===== config.mk =====
export PLATFORM = sky130hd
export DESIGN_NAME = bpsk_frame_transmitter_flat
export DESIGN_NICKNAME = d
export VERILOG_FILES = /design/src/rtl/bpsk_frame_transmitter_if.sv /design/src/rtl/bpsk_frame_transmitter.sv /design/src/flat_wrapper.sv
export SDC_FILE = /design/constraint.sdc
export NUM_CORES = 1
export LEC_CHECK = 0
export CELL_PAD_IN_SITES_DETAIL_PLACEMENT = 1
export CELL_PAD_IN_SITES_GLOBAL_PLACEMENT = 2
export CORE_UTILIZATION = 34
export CTS_BUF_LIST = sky130_fd_sc_hd__clkbuf_2 sky130_fd_sc_hd__clkbuf_4 sky130_fd_sc_hd__clkbuf_8
export DETAILED_ROUTE_END_ITERATION = 6
export PLACE_DENSITY_LB_ADDON = 0.1
export SLEW_MARGIN = 10
export SYNTH_ARGS = -nofsm -noshare
export SYNTH_HDL_FRONTEND = slang
export SYNTH_SLANG_ARGS = --single-unit
export TNS_END_PERCENT = 20

===== constraint.sdc =====
create_clock -name clk -period 1.8 [get_ports clk]
set_input_delay 0.36 -clock clk [delete_from_list [all_inputs] [get_ports clk]]
set_output_delay 0.36 -clock clk [all_outputs]
set_load 0.02 [all_outputs]

===== src/rtl/bpsk_frame_transmitter_if.sv =====
// rtl/bpsk_frame_transmitter_if.sv - payload byte stream into the BPSK frame transmitter
//
// Purpose: groups the valid/ready byte handshake feeding the transmitter.
// Signals:
//   in_data   8  payload byte (producer -> transmitter)
//   in_valid  1  in_data valid (producer -> transmitter)
//   in_ready  1  transmitter accepts in_data this cycle (transmitter -> producer)
// Modports: master = byte producer, slave = transmitter.

interface bpsk_frame_transmitter_if;
  logic [7:0] in_data;
  logic       in_valid;
  logic       in_ready;

  modport master (
    output in_data,
    output in_valid,
    input  in_ready
  );

  modport slave (
    input  in_data,
    input  in_valid,
    output in_ready
  );
endinterface


===== src/rtl/bpsk_frame_transmitter.sv =====
// rtl/bpsk_frame_transmitter.sv - preamble framer and binary BPSK modulator
//
// Purpose: accepts payload bytes over a valid/ready stream and emits a framed
// 1-bit sample stream: PREAMBLE_WIDTH preamble symbols, then FRAME_BYTES
// payload bytes MSB-first, each symbol WAVELENGTH samples long.
// Sample = carrier XOR symbol bit, carrier = (phase < WAVELENGTH/2).
//
// Optional feature: define BPSK_TX_PARITY_EN to append one even-parity
// symbol (XOR of all payload bits) after the last payload byte.
//
// Ports:
//   clk       in   clock
//   reset_n   in   asynchronous active-low reset
//   in_s      slave modport of bpsk_frame_transmitter_if (in_data/in_valid/in_ready)
//   signal    out  BPSK sample stream (0 while idle)
//   phase     out  sample index within the current symbol
//   busy      out  frame in progress
//   underrun  out  one-cycle pulse: frame aborted, next byte was not available

module bpsk_frame_transmitter #(
  parameter int                        WAVELENGTH     = 8,
  parameter int                        PREAMBLE_WIDTH = 8,
  parameter logic [PREAMBLE_WIDTH-1:0] PREAMBLE       = 8'b1011_0010,
  parameter int                        FRAME_BYTES    = 2
) (
  input  logic                          clk,
  input  logic                          reset_n,
  bpsk_frame_transmitter_if.slave       in_s,
  output logic                          signal,
  output logic [$clog2(WAVELENGTH):0]   phase,
  output logic                          busy,
  output logic                          underrun
);

  localparam int PHW = $clog2(WAVELENGTH) + 1;
  localparam int SIW = $clog2(PREAMBLE_WIDTH) + 1;
  localparam int BCW = $clog2(FRAME_BYTES) + 1;

  localparam logic [PHW-1:0] PH_LAST = PHW'(WAVELENGTH - 1);
  localparam logic [PHW-1:0] PH_HALF = PHW'(WAVELENGTH / 2);
  localparam logic [SIW-1:0] SI_LAST = SIW'(PREAMBLE_WIDTH - 1);
  localparam logic [BCW-1:0] BC_LAST = BCW'(FRAME_BYTES - 1);

`ifdef BPSK_TX_PARITY_EN
  typedef enum logic [1:0] {S_IDLE, S_PREAMBLE, S_PAYLOAD, S_PARITY} state_t;
`else
  typedef enum logic [1:0] {S_IDLE, S_PREAMBLE, S_PAYLOAD} state_t;
`endif

  state_t                    state, state_n;
  logic [PHW-1:0]            ph, ph_n;
  logic [SIW-1:0]            sym_idx, sym_idx_n;
  logic [PREAMBLE_WIDTH-1:0] pre_sr, pre_sr_n;
  logic [2:0]                bit_cnt, bit_cnt_n;
  logic [BCW-1:0]            byte_cnt, byte_cnt_n;
  logic [7:0]                shift, shift_n;
  logic [7:0]                hold, hold_n;
  logic                      hold_full, hold_full_n;
  logic                      underrun_q, underrun_n;
`ifdef BPSK_TX_PARITY_EN
  logic                      par, par_n;
`endif

  logic sym_end;
  logic xfer;
  logic sym_bit;

  assign sym_end     = (ph == PH_LAST);
  assign in_s.in_ready = ~hold_full;
  assign xfer        = in_s.in_valid & ~hold_full;

  // Outputs decode from registered state only; no input reaches signal.
  always_comb begin
    sym_bit = 1'b0;
    case (state)
      S_PREAMBLE: sym_bit = pre_sr[PREAMBLE_WIDTH-1];
      S_PAYLOAD:  sym_bit = shift[7];
`ifdef BPSK_TX_PARITY_EN
      S_PARITY:   sym_bit = par;
`endif
      default:    sym_bit = 1'b0;
    endcase
  end

  assign busy     = (state != S_IDLE);
  assign signal   = busy & ((ph < PH_HALF) ^ sym_bit);
  assign phase    = ph;
  assign underrun = underrun_q;

  // Next-state and datapath.
  always_comb begin
    state_n     = state;
    ph_n        = (state == S_IDLE) ? '0 : (sym_end ? '0 : ph + PHW'(1));
    sym_idx_n   = sym_idx;
    pre_sr_n    = pre_sr;
    bit_cnt_n   = bit_cnt;
    byte_cnt_n  = byte_cnt;
    shift_n     = shift;
    hold_n      = hold;
    hold_full_n = hold_full;
    underrun_n  = 1'b0;
`ifdef BPSK_TX_PARITY_EN
    par_n       = par;
`endif

    // Transfers only happen while hold is empty, so they never collide with
    // a consume of a full hold; the bypass case below overrides hold_full_n.
    if (xfer) begin
      hold_n      = in_s.in_data;
      hold_full_n = 1'b1;
    end

    case (state)
      S_IDLE: begin
        // A leftover byte in hold starts the next frame after one idle cycle.
        if (hold_full || xfer) begin
          state_n    = S_PREAMBLE;
          ph_n       = '0;
          sym_idx_n  = '0;
          pre_sr_n   = PREAMBLE;
          bit_cnt_n  = '0;
          byte_cnt_n = '0;
`ifdef BPSK_TX_PARITY_EN
          par_n      = 1'b0;
`endif
        end
      end

      S_PREAMBLE: begin
        if (sym_end) begin
          pre_sr_n = pre_sr << 1;
          if (sym_idx == SI_LAST) begin
            // hold is always full here: the frame only starts with a byte.
            state_n     = S_PAYLOAD;
            shift_n     = hold;
            hold_full_n = 1'b0;
            bit_cnt_n   = '0;
            byte_cnt_n  = '0;
          end else begin
            sym_idx_n = sym_idx + SIW'(1);
          end
        end
      end

      S_PAYLOAD: begin
        if (sym_end) begin
`ifdef BPSK_TX_PARITY_EN
          par_n = par ^ shift[7];
`endif
          shift_n   = shift << 1;
          bit_cnt_n = bit_cnt + 3'd1;
          if (bit_cnt == 3'd7) begin
            if (byte_cnt == BC_LAST) begin
`ifdef BPSK_TX_PARITY_EN
              state_n = S_PARITY;
`else
              state_n = S_IDLE;
`endif
            end else if (hold_full) begin
              shift_n     = hold;
              hold_full_n = 1'b0;
              byte_cnt_n  = byte_cnt + BCW'(1);
            end else if (xfer) begin
              // Byte arriving exactly at the byte boundary goes straight in.
              shift_n     = in_s.in_data;
              hold_full_n = 1'b0;
              byte_cnt_n  = byte_cnt + BCW'(1);
            end else begin
              underrun_n = 1'b1;
              state_n    = S_IDLE;
            end
          end
        end
      end

`ifdef BPSK_TX_PARITY_EN
      S_PARITY: begin
        if (sym_end) state_n = S_IDLE;
      end
`endif

      default: state_n = S_IDLE;
    endcase
  end

  always_ff @(posedge clk or negedge reset_n) begin
    if (!reset_n) begin
      state      <= S_IDLE;
      ph         <= '0;
      sym_idx    <= '0;
      pre_sr     <= '0;
      bit_cnt    <= '0;
      byte_cnt   <= '0;
      shift      <= '0;
      hold       <= '0;
      hold_full  <= 1'b0;
      underrun_q <= 1'b0;
`ifdef BPSK_TX_PARITY_EN
      par        <= 1'b0;
`endif
    end else begin
      state      <= state_n;
      ph         <= ph_n;
      sym_idx    <= sym_idx_n;
      pre_sr     <= pre_sr_n;
      bit_cnt    <= bit_cnt_n;
      byte_cnt   <= byte_cnt_n;
      shift      <= shift_n;
      hold       <= hold_n;
      hold_full  <= hold_full_n;
      underrun_q <= underrun_n;
`ifdef BPSK_TX_PARITY_EN
      par        <= par_n;
`endif
    end
  end

endmodule


===== src/flat_wrapper.sv =====
// flat-port wrapper written by rule: the top's interface ports become plain ports
module bpsk_frame_transmitter_flat 
#(
  parameter int                        WAVELENGTH     = 8,
  parameter int                        PREAMBLE_WIDTH = 8,
  parameter logic [PREAMBLE_WIDTH-1:0] PREAMBLE       = 8'b1011_0010,
  parameter int                        FRAME_BYTES    = 2
)
  (clk, reset_n, signal, phase, busy, underrun, in_s_in_data, in_s_in_valid, in_s_in_ready);
  bpsk_frame_transmitter_if in_s_i ();
  input  logic clk;
  input  logic reset_n;
  output logic signal;
  output logic [$clog2(WAVELENGTH):0] phase;
  output logic busy;
  output logic underrun;
  input wire logic [$bits(in_s_i.in_data)-1:0] in_s_in_data;
  input wire logic [$bits(in_s_i.in_valid)-1:0] in_s_in_valid;
  output wire logic [$bits(in_s_i.in_ready)-1:0] in_s_in_ready;
  assign in_s_i.in_data = in_s_in_data;
  assign in_s_i.in_valid = in_s_in_valid;
  assign in_s_in_ready = in_s_i.in_ready;
  bpsk_frame_transmitter #(.WAVELENGTH(WAVELENGTH), .PREAMBLE_WIDTH(PREAMBLE_WIDTH), .PREAMBLE(PREAMBLE), .FRAME_BYTES(FRAME_BYTES)) u_core (.clk(clk), .reset_n(reset_n), .in_s(in_s_i), .signal(signal), .phase(phase), .busy(busy), .underrun(underrun));
endmodule

==> metrics.csv <==
stage,metric,value,unit
die,core area,5920,µm²
critical_path,arrival time worst endpoint,1.56,ns
logic_synthesis,largest family of logic cells by synthesized area,compound AO/OA/AOI/OAI gates,
logic_synthesis,ys flop type,dfrtp_1,
logic_synthesis,syn_nets,231,
min_path,class of the worst hold path,in -> async,
placed_design,IO Port Bufs,18,
final_layout,layout cells sized above 1,26.5,%
pwr,clock power share,22.7,%
critical_path,worst r2r dst,u_core.state[1],
die,Ports,19,
final_layout,"Core Util, Final",46.2,%
critical_path,CP Capture Point,signal,
grt,GRT Total Usage,19.2,%
critical_path,kind of critical path,reg -> out,
critical_path,startpoint types,flip-flop,
drt,via/cell ratio,5.31,
timing,Max Slew Vio Count,0,
critical_path,Worst Setup End Kind,output pin,
logic_synthesis,Synth top area share,47.8,%
logic_synthesis,Post-Syn Instances,211,
logic_synthesis,ys async rst share,100,%
clocking,CTS tree,yes,
logic_synthesis,synth warn,0,
flow_run,Max Cap Viol,0,
grt,initial antenna violation count,0,
timing,Tcrit/Tclk final,107,%
logic_synthesis,share of the yosys chip area belonging to registers,47.8,%
timing,Final Skew,0.00312,ns
timing,Final setup viols,3,
die,cell row count,28,
clocking,"CTS clk-pin slew, worst paths",0.08,ns
drt,drt total wl,5420,µm
clocking,# hold bufs at CTS,0,
logic_synthesis,Synth Area in Compound Gates,17.5,%
pwr,power density cells,1320,nW/µm²
timing,Fmax,521,MHz
logic_synthesis,post-synthesis simple-gate area fraction,16.3,%
pwr,Max VDD drop,621,µV
pwr,sequential power share,35.3,%
drt,DRT iter0 DRCs,89,
final_layout,antenna cells,0,
logic_synthesis,XOR/XNOR Fraction of Synth Area,0.837,%
critical_path,worst r2r src,u_core.state[0],
logic_synthesis,post-synthesis mux area share,7.77,%
final_layout,area taken by multi-input logic gates,1040,µm²
drt,router iterations before antenna repair,4,
grt,largest net degree at the start of global routing,24,
die,full die area,6470,µm²
placed_design,Detailed Place HPWL,3960,µm
final_layout,Final Non-Filler Cells,332,
die,Initial Utilization,35.4,%
grt,number of global-route vias before repair,1858,
critical_path,Critical Path RT,1.44,ns
die,Die Width,80.5,µm
timing,Slew headroom,68.3,%
clocking,CTS Sinks,40,
critical_path,Worst Setup SP,u_core.state[0],
placed_design,placer's final routability congestion estimate,0.834,
final_layout,nets@finish,276,
clocking,Root Buffer Master,clkbuf_8,
placed_design,Inst Count DP,322,
critical_path,worst r2r path cells,8,
pwr,Pint,2.37,mW
logic_synthesis,"FF+latch count, synth",40,
pwr,Sw Pwr,1.24,mW
drt,Final ANT Viol Nets,0,
timing,PnR worst setup slack,-0.120,ns
timing,RSZ-0062 raised after global routing,true,
pwr,static leakage,1.17,nW
clocking,Num CTS Buffers,5,
timing,final hold violations,0,
final_layout,Register Area,1000,µm²
timing,Final Critical Period,1.92,ns
timing,Worst-Margin Slew,0.475,ns
logic_synthesis,number of synthesized flops with an enable pin,0,
critical_path,peak fanout along the critical path,3,
status,failing checks,setup timing,
final_layout,FILL cells,678,
logic_synthesis,synth top area cells,"dfrtp_1, ha_1, mux2_2",
logic_synthesis,Synth Area in Adders,5.38,%
logic_synthesis,count of cell types in the netlist,39,
status,status,finished with violations,
drt,per-cell routed wire length,16.3,µm
logic_synthesis,Syn Area/Cell,9.92,µm²
logic_synthesis,Synth area leader,dfrtp_1,
critical_path,FF-to-FF setup slack,-0.06,ns
clocking,clk buf depth,2,
die,Die H,80.5,µm
pwr,sw frac,34.3,%
grt,grt ovf,0,
logic_synthesis,most common library cells after synthesis,"dfrtp_1, nor2_1, nand2_1, a31oi_1",
drt,vias after detailed routing,1763,
logic_synthesis,top-count cell post-synth,dfrtp_1,
logic_synthesis,post-synth design cell area,2090,µm²
clocking,H-tree Lvls,2,
drt,# DRC,0,
final_layout,Area Overhead vs Synth,30.5,%
grt,first-pass GRT wire length,9280,µm
pwr,Logic pwr share,42.0,%
clocking,Clock Latency Late Sink,0.30,ns
-- cells in the final DEF, fill, tap and decap left out, types with 3 or more instances in the layout --
master           Yosys  routed
o21ai_0             11      10
nor2_1              21      18
ha_2                 0       3
mux2i_1              5       5
inv_1               11       9
nor3_1               4       3
a22oi_1              6       6
nor2_2               0       3
ha_1                 9       6
nand2_1             20      19
clkbuf_8             0       7
mux2_2              10      10
a21oi_1              4       4
nand2b_1             6       5
dfrtp_1             40      40
nand3b_1             3       3
nand3_1              3       3
nor2b_1              4       4
clkdlybuf4s50_1      0      12
a32oi_1              7       7
buf_4                0      28
a31oi_1             13      13
o22ai_1              3       3
-- cell families (layout without fill, tap and decap cells) --
kind of cell / after synthesis / count (layout)
buffers and inverters: 21 / 67
adder cells (fa/ha/maj): 9 / 9
AO/OA/AOI/OAI: 54 / 54
AND/OR/NAND/NOR: 70 / 70
XOR/XNOR: 2 / 2
flip-flops: 40 / 40
multiplexers: 15 / 15
-- stage by stage --
| stage | setup TNS, ns | instance area, µm² | hold slack [ns] | setup WS (ns) | power, mW |
|---|---|---|---|---|---|
| final | -0.211 | 2730 | 0.00709 | -0.120 | 3.61 |
| after global routing | -0.640 | 2730 | 0.0263 | -0.203 | 3.85 |
| after CTS | -0.279 | 2700 | 0.0246 | -0.145 | 3.62 |
| after detailed placement | -1.90 | 2550 | 0.345 | -0.267 | 2.77 |
| after global placement | -1.27 | 2550 | 0.337 | -0.217 | 2.70 |
| after floorplan | -0.00695 | 2100 | 0.0644 | -0.00695 | 2.11 |
-- power groups by stage --
| stage | logic, mW | registers, mW | clock network [mW] |
|---|---|---|---|
| final | 1.52 | 1.27 | 0.817 |
| after floorplan | 0.813 | 1.29 | 0 |
| after global placement | 1.43 | 1.27 | 0 |
| after CTS | 1.51 | 1.27 | 0.840 |
| after detailed placement | 1.48 | 1.29 | 0 |
| after global routing | 1.67 | 1.31 | 0.869 |
-- layout make-up --
class / count / area share (%)
Multi-Input combinational cell: 150 / 38.2
Inverter: 11 / 1.51
Timing Repair Buffer: 48 / 15.6
Sequential cell: 40 / 36.6
Clock inverter: 1 / 1.10
Clock buffer: 7 / 3.53
Tap cell: 75 / 3.43
-- metal layers --
metal | GRT usage [%] | wire [µm] | part of all wire [%] | up-vias
li1 | - | - | - | 846
met1 | 24.2 | 2480 | 46 | 890
met2 | 32.7 | 2750 | 51 | 22
met3 | 4.20 | 139 | 2.6 | 5
met4 | 5.36 | 59 | 1.1 | 0
met5 | 0 | 0 | 0 | -
-- registers in the layout, indices dropped and copies added (netlist names) --
| name | count |
|---|---|
| u_core.phase | 4 |
| u_core.shift | 8 |
| u_core.hold_full | 1 |
| u_core.state | 2 |
| u_core.pre_sr | 7 |
| u_core.underrun | 1 |
| u_core.sym_idx | 4 |
| u_core.hold | 8 |
| u_core.byte_cnt | 2 |
| u_core.bit_cnt | 3 |
-- how the worst min path moves through the flow --
stage	startpoint	end	cells after the start
3_5_place_dp	reset_n	u_core.pre_sr[2]	1
3_3_place_gp	reset_n	u_core.pre_sr[3]	1
4_1_cts	reset_n	u_core.shift[7]	1
6_report	reset_n	u_core.pre_sr[2]	1
2_1_floorplan	reset_n	u_core.bit_cnt[0]	0
5_1_grt	reset_n	u_core.pre_sr[2]	1
-- critical path: stages, from the launching register on --
cell and delay (ns):
dfrtp_1 0.40, inv_2 0.06, ha_2 0.18, a22o_1 0.21, nand2_1 0.07, xor2_1 0.14, nor2_1 0.06, buf_4 0.15
-- repair_timing --
action | in CTS | in global routing
buffers inserted | 1 | 1
resized for setup | 14 | 12
hold endpoints to repair | 0 | 0
pin swaps | 1 | 1
endpoints found under the setup margin | 17 | 25
Power figures use the tool's default switching activity.
